`src/rtl/ps2_frame_rx.sv`:
```
// PS/2 device-to-host frame receiver: pin sync, clock glitch filter, 11-bit deserialiser, F0/E0 prefix folding.
// Optional PS2_PARITY_CHECK_EN: reject frames with even parity or a low stop bit.
//
// state    | meaning
// S_IDLE   | waiting for a start bit (data low on a filtered falling edge)
// S_DATA   | shifting 8 data bits, LSB first
// S_PARITY | capturing the parity bit
// S_STOP   | capturing the stop bit, then evaluating the byte
module ps2_frame_rx #(
  parameter int FILTER_LEN     = 8,
  parameter int TIMEOUT_CYCLES = 16384
) (
  input  logic        clk,
  input  logic        rst,
  input  logic        ps2_clk,
  input  logic        ps2_data,
  output logic [15:0] keycode,
  output logic        oflag
);

  localparam int FW = $clog2(FILTER_LEN + 1);
  localparam int TW = $clog2(TIMEOUT_CYCLES);
  localparam logic [FW-1:0] FILT_MAX = FW'(FILTER_LEN - 1);
  localparam logic [TW-1:0] TO_MAX   = TW'(TIMEOUT_CYCLES - 1);

  typedef enum logic [1:0] {S_IDLE, S_DATA, S_PARITY, S_STOP} state_t;

  state_t state, state_nxt;

  logic          clk_s1, clk_s2, dat_s1, dat_s2;
  logic          filt_clk, filt_clk_d1;
  logic [FW-1:0] filt_cnt;
  logic [TW-1:0] to_cnt;
  logic [7:0]    shift;
  logic [2:0]    bit_cnt;
  logic          brk;
  logic          fall, to_hit;
  logic          start, shift_en, par_en, frame_done, timeout;
  logic          accept;

  always_ff @(posedge clk) begin
    if (rst) begin
      clk_s1 <= 1'b1;
      clk_s2 <= 1'b1;
      dat_s1 <= 1'b1;
      dat_s2 <= 1'b1;
    end else begin
      clk_s1 <= ps2_clk;
      clk_s2 <= clk_s1;
      dat_s1 <= ps2_data;
      dat_s2 <= dat_s1;
    end
  end

  // Filtered level only moves after FILTER_LEN back-to-back disagreeing samples.
  always_ff @(posedge clk) begin
    if (rst) begin
      filt_clk    <= 1'b1;
      filt_clk_d1 <= 1'b1;
      filt_cnt    <= '0;
    end else begin
      filt_clk_d1 <= filt_clk;
      if (clk_s2 == filt_clk) begin
        filt_cnt <= '0;
      end else if (filt_cnt == FILT_MAX) begin
        filt_clk <= clk_s2;
        filt_cnt <= '0;
      end else begin
        filt_cnt <= filt_cnt + 1'b1;
      end
    end
  end

  assign fall   = filt_clk_d1 & ~filt_clk;
  assign to_hit = (to_cnt == TO_MAX);

  always_ff @(posedge clk) begin
    if (rst) begin
      to_cnt <= '0;
    end else if (state == S_IDLE || fall) begin
      to_cnt <= '0;
    end else if (!to_hit) begin
      to_cnt <= to_cnt + 1'b1;
    end
  end

  always_ff @(posedge clk) begin
    if (rst) begin
      state <= S_IDLE;
    end else begin
      state <= state_nxt;
    end
  end

  always_comb begin
    state_nxt  = state;
    start      = 1'b0;
    shift_en   = 1'b0;
    par_en     = 1'b0;
    frame_done = 1'b0;
    timeout    = 1'b0;
    case (state)
      S_IDLE: begin
        if (fall && !dat_s2) begin
          start     = 1'b1;
          state_nxt = S_DATA;
        end
      end
      S_DATA: begin
        if (fall) begin
          shift_en = 1'b1;
          if (bit_cnt == 3'd7) state_nxt = S_PARITY;
        end else if (to_hit) begin
          timeout   = 1'b1;
          state_nxt = S_IDLE;
        end
      end
      S_PARITY: begin
        if (fall) begin
          par_en    = 1'b1;
          state_nxt = S_STOP;
        end else if (to_hit) begin
          timeout   = 1'b1;
          state_nxt = S_IDLE;
        end
      end
      S_STOP: begin
        if (fall) begin
          frame_done = 1'b1;
          state_nxt  = S_IDLE;
        end else if (to_hit) begin
          timeout   = 1'b1;
          state_nxt = S_IDLE;
        end
      end
      default: state_nxt = S_IDLE;
    endcase
  end

`ifdef PS2_PARITY_CHECK_EN
  logic par_bit;

  always_ff @(posedge clk) begin
    if (rst) begin
      par_bit <= 1'b0;
    end else if (par_en) begin
      par_bit <= dat_s2;
    end
  end

  // dat_s2 is the stop bit on the cycle frame_done is asserted.
  assign accept = (^{shift, par_bit}) & dat_s2;
`else
  assign accept = 1'b1;
`endif

  always_ff @(posedge clk) begin
    if (rst) begin
      shift   <= '0;
      bit_cnt <= '0;
    end else if (start || timeout) begin
      shift   <= '0;
      bit_cnt <= '0;
    end else if (shift_en) begin
      shift   <= {dat_s2, shift[7:1]};
      bit_cnt <= bit_cnt + 1'b1;
    end
  end

  always_ff @(posedge clk) begin
    if (rst) begin
      keycode <= 16'h0000;
      oflag   <= 1'b0;
      brk     <= 1'b0;
    end else begin
      oflag <= 1'b0;
      if (frame_done) begin
        if (!accept) begin
          brk <= 1'b0;
        end else if (shift == 8'hF0) begin
          brk <= 1'b1;
        end else if (shift != 8'hE0) begin
          keycode <= {(brk ? 8'hF0 : 8'h00), shift};
          oflag   <= 1'b1;
          brk     <= 1'b0;
        end
      end
    end
  end

endmodule

```
`config.mk`:
```
export PLATFORM = sky130hd
export DESIGN_NAME = ps2_frame_rx
export DESIGN_NICKNAME = d
export VERILOG_FILES = /design/src/rtl/ps2_frame_rx.sv
export SDC_FILE = /design/constraint.sdc
export NUM_CORES = 1
export LEC_CHECK = 0
export ABC_AREA = 1
export CAP_MARGIN = 20
export CORE_ASPECT_RATIO = 2
export CORE_MARGIN = 5
export CORE_UTILIZATION = 38
export DETAILED_ROUTE_END_ITERATION = 16
export PLACE_DENSITY = 0.62
export SLEW_MARGIN = 20
export SYNTH_ARGS = -nofsm -noshare
export SYNTH_HDL_FRONTEND = slang
export SYNTH_SLANG_ARGS = --single-unit
```
`constraint.sdc`:
```
create_clock -name clk -period 3.6 [get_ports clk]
set_clock_uncertainty 0.1 [all_clocks]
set_input_delay 0.9 -clock clk [delete_from_list [all_inputs] [get_ports clk]]
set_output_delay 0.9 -clock clk [all_outputs]
set_load 0.01 [all_outputs]
```
After elaboration in Yosys (flattened, before gate mapping)

Cells that the tools add are included.

Input bits: 4
Output and inout bits: 17
Word-level logic and storage cells: 67
Register bits after elaboration: 55

Eq/ne operators: 11
$add $sub $neg: 3
Reductions and logical operators: 15
Bitwise operators: 5
Multiplexer cells: 19

Operators with widths:

| operator              | count |
|---|---|
| $add 14x1->14 const B | 1 |
| $eq 14x14->1 const B  | 1 |
| $mux 2                | 6 |
| $mux 1                | 11 |
| $reduce_or 3->1       | 3 |
| $eq 8x8->1 const B    | 1 |
| $mux 8                | 1 |
| $ne 8x8->1 const B    | 1 |
| $pmux 2 s4            | 1 |
| $reduce_and 2->1      | 3 |
| $add 4x1->4 const B   | 1 |
| $eq 2x2->1 const B    | 2 |
| $eq 4x3->1 const B    | 1 |
| $not 1->1             | 4 |
| $reduce_or 2->1       | 2 |
| $add 3x1->3 const B   | 1 |
| $eq 3x3->1 const B    | 1 |
| $ne 3x3->1 const B    | 1 |
| $reduce_and 3->1      | 1 |
| $eq 2x1->1 const B    | 1 |
| $logic_not 2->1       | 1 |
| $logic_or 1x1->1      | 2 |
| $ne 2x1->1 const B    | 1 |
| $reduce_bool 2->1     | 1 |
| 4 further kinds       | 4 |

Longest topological paths before layout

Depth after elaboration: 7
Mapped depth: 10

Worst setup path after synthesis

No wires, ideal clock.

Kind: input-to-reg
From: input rst
To: register to_cnt[0]
Buffers on the path: 0
Setup slack: 2.010 ns
Required time: 3.430 ns
Stages on the path: 5
Setup time: 0.070 ns
Data arrival time: 1.421 ns
Cell sequence: inv_2 > nand3_2 > inv_2 > o21ai_0 > a21oi_1

Longest elaborated chain between the ends: 1

RTL lines:

| item                      | RTL line | RTL |
|---|---|---|
| start, declared           | 14       | `input logic rst,` |
| $reduce_or 2->1 (no line) | --       |  |
| end signal, assigned      | 83       | `to_cnt <= to_cnt + 1'b1;` |
| end, declared             | 33       | `logic [TW-1:0] to_cnt;` |

No other way between the ends.
A chain may end at the register's enable or synchronous reset.

Worst setup path after layout

Same ends and word-level chain as after synthesis.

==> metrics.cfg <==
[grt]
grt_antenna_before_repair = 0
grt_overflow_total = 0
grt_start_max_net_pins = 18
grt_pass1_wl_um = 7910
track_usage_pct = 12.9
grt_pass1_vias = 1801

[clocking]
cts.repair.resized = 0
cts.sinks = 48
postCtsHoldBufs = 0
htreeDepth = 2
cts_setup_buffers = 0
cts_made_buffers = 5
path_clk_slew_ns = 0.06
cts_max_path_buffers = 2
cts_tree = built
cts_root_buffer = clkbuf_16
insertion_delay_ns = 0.28

[cells_and_area]
antenna_cells = 0
multi_input_area_um2 = 1000
drive_above_1_share_pct = 11.9
fin_area_um2 = 2520
area_growth_syn_to_layout_pct = 13.5
fillers = 599
nNetsFinal = 319
seq_area_um2 = 961

[critical_path]
critPathArrivalTime_ns = 2.47
cp_max_fo = 16
r2r-end = shift[3]
worst-r2r-cell-count = 8
path_class = in -> reg
r2r_slack_ns = 1.71
worst_setup_path_start_kind = primary input
required_ns = 3.71
endpoint_kind = flip-flop
r2r-start = to_cnt[0]

[pwr]
power.density_nw_per_um2 = 402
ir_worst_vdd_v = 0.000271
leakage_nw = 1.05

[sta]
period_needed_ns = 2.36
setup_viol = 0
rsz0062_at_grt = no
fmax_ghz = 0.425
hold_ws_ns = 0.312
finalMaxSlewViolations = 0
period_share_pct = 65.4
fin_setup_tns_ns = 0
finalHoldViolations = 0

[synthesis]
synth_area_leader_cell = dfxtp_1
ys_seq_elements = 48
syn_area_per_cell_um2 = 7.44
ys_seq_area_share_pct = 43.3
synth_edf_count = 0
netlist.area_leader.share_pct = 43.3
yosys_warnings = 0
synthesis.area_um2 = 2220
synthTopCellsByArea = dfxtp_1 43%, nand2_1 12%, inv_1 6.8%, nand3_1 6.3%, nor2_1 4.1%
synth_ff_type = dfxtp_1
synthArstFlopShare_pct = 0
synth_cell_types = 30
syn_inst = 298

[floorplan]
start_util_pct = 38.9
die_h_um = 118
io_pins = 21
num_rows = 39
core_area_um2 = 5710
die_w_um = 64.0
die-area_um2 = 7560

[min_path]
min_path_type = reg -> reg
hp-start = dat_s1
hold_end = dat_s2
hold_path_depth = 1

[place]
dpl_cell_area_um2 = 2370
place.gp.congestion = 0.805
port_buffers = 16
dp_hpwl_um = 3340

[routing]
ant_nets = 0
wire_per_inst_um = 12.0
routed_wirelength_um = 4480
vias = 1790
drc_errors = 0
first_iter_violations = 61
vias_per_cell = 4.80
dr.pass1.iters = 6

[outcome]
status = complete, no violations

[run]
cap_viol_max_count = 0

-- per-stage QoR --
stage               utilization (%)  power (mW)  setup slack [ns]  cells
floorplan                         -       0.560              2.01    301
global placement               41.5       0.563             0.965    365
detailed placement             41.5       0.563             0.941    365
CTS                            44.1        1.02              1.24    373
global route                   44.1        1.05              1.11    373
finish                         44.1        1.01              1.24    373
-- synth_stat cells (3+ instances only) --
cell     count
nand2_1     70
dfxtp_1     48
inv_1       40
nand3_1     28
nor2_1      24
o21ai_0     10
buf_4        7
or2_2        7
a31oi_1      6
nor2_2       6
nor3_1       6
inv_2        5
a21oi_1      4
buf_2        4
ha_1         4
nand3_2      4
nand4_1      4
nand2_2      3
-- report_power, final --
part	internal (mW)	switching [mW]	total, mW
combinational	0.00529	0.0111	0.0164
sequential	0.533	0.000867	0.534
clock	0.277	0.183	0.460
-- cell type report --
| class | count | area share, % |
|---|---|---|
| repair buffers | 16 | 6.36 |
| multi-input cells | 194 | 39.8 |
| flip-flops and latches | 48 | 38.2 |
| inverters | 46 | 6.86 |
| clock buffers | 8 | 5.82 |
| well taps | 61 | 3.03 |
-- critical path, stage by stage --
cell             delay [ns]
clkdlybuf4s50_1        0.61
inv_2                  0.35
nand3_2                0.25
inv_2                  0.16
o21ai_0                0.09
a21oi_1                0.11
-- worst max path at each step --
stage | start | to | slack [ns]
4_1_cts | rst | to_cnt[0] | 1.24
3_5_place_dp | rst | to_cnt[0] | 0.94
6_report | rst | to_cnt[0] | 1.24
5_1_grt | rst | to_cnt[0] | 1.11
3_3_place_gp | rst | to_cnt[0] | 0.97
2_1_floorplan | rst | to_cnt[0] | 2.01
-- cells by family (layout without fill, tap and decap cells) --
family / Yosys count / in the layout / share of synthesized area (%)
AO/OA/AOI/OAI: 24 / 24 / 6.37
XOR/XNOR: 4 / 4 / 1.58
adder cells (fa/ha/maj): 4 / 4 / 2.26
buffers and inverters: 59 / 70 / 12.1
flip-flops: 48 / 48 / 43.3
other: 1 / 4 / 0.169
AND/OR/NAND/NOR: 158 / 158 / 34.2
-- layout by cell type, fill, tap and decap left out, types with 3 or more instances in the layout --
| cell type | count |
|---|---|
| dfxtp_1 | 48 |
| nand4_1 | 4 |
| nor2_1 | 24 |
| or2_2 | 7 |
| o21ai_0 | 10 |
| nand2_2 | 3 |
| a21oi_1 | 4 |
| ha_1 | 4 |
| conb_1 | 4 |
| inv_1 | 40 |
| nor3_1 | 6 |
| clkdlybuf4s50_1 | 16 |
| nor2_2 | 6 |
| inv_2 | 5 |
| nand3_1 | 28 |
| nand2_1 | 70 |
| a31oi_1 | 6 |
| nand3_2 | 4 |
| clkbuf_16 | 5 |
-- routing by layer --
metal | up-vias | GRT usage [%] | wire length [µm]
met5 | - | 0 | 0
met1 | 816 | 12.4 | 1690
met4 | 0 | 7.93 | 227
li1 | 940 | - | -
met2 | 20 | 24.2 | 2490
met3 | 14 | 1.81 | 66
-- registers in the layout (all words and copies together) (netlist names) --
name and cells:
bit_cnt 3, brk 1, clk_s1 1, clk_s2 1, dat_s1 1, dat_s2 1, filt_clk 1, filt_clk_d1 1
filt_cnt 4, keycode 9, oflag 1, shift 8, state 2, to_cnt 14
Note: power is estimated with default switching activity, not from simulation.
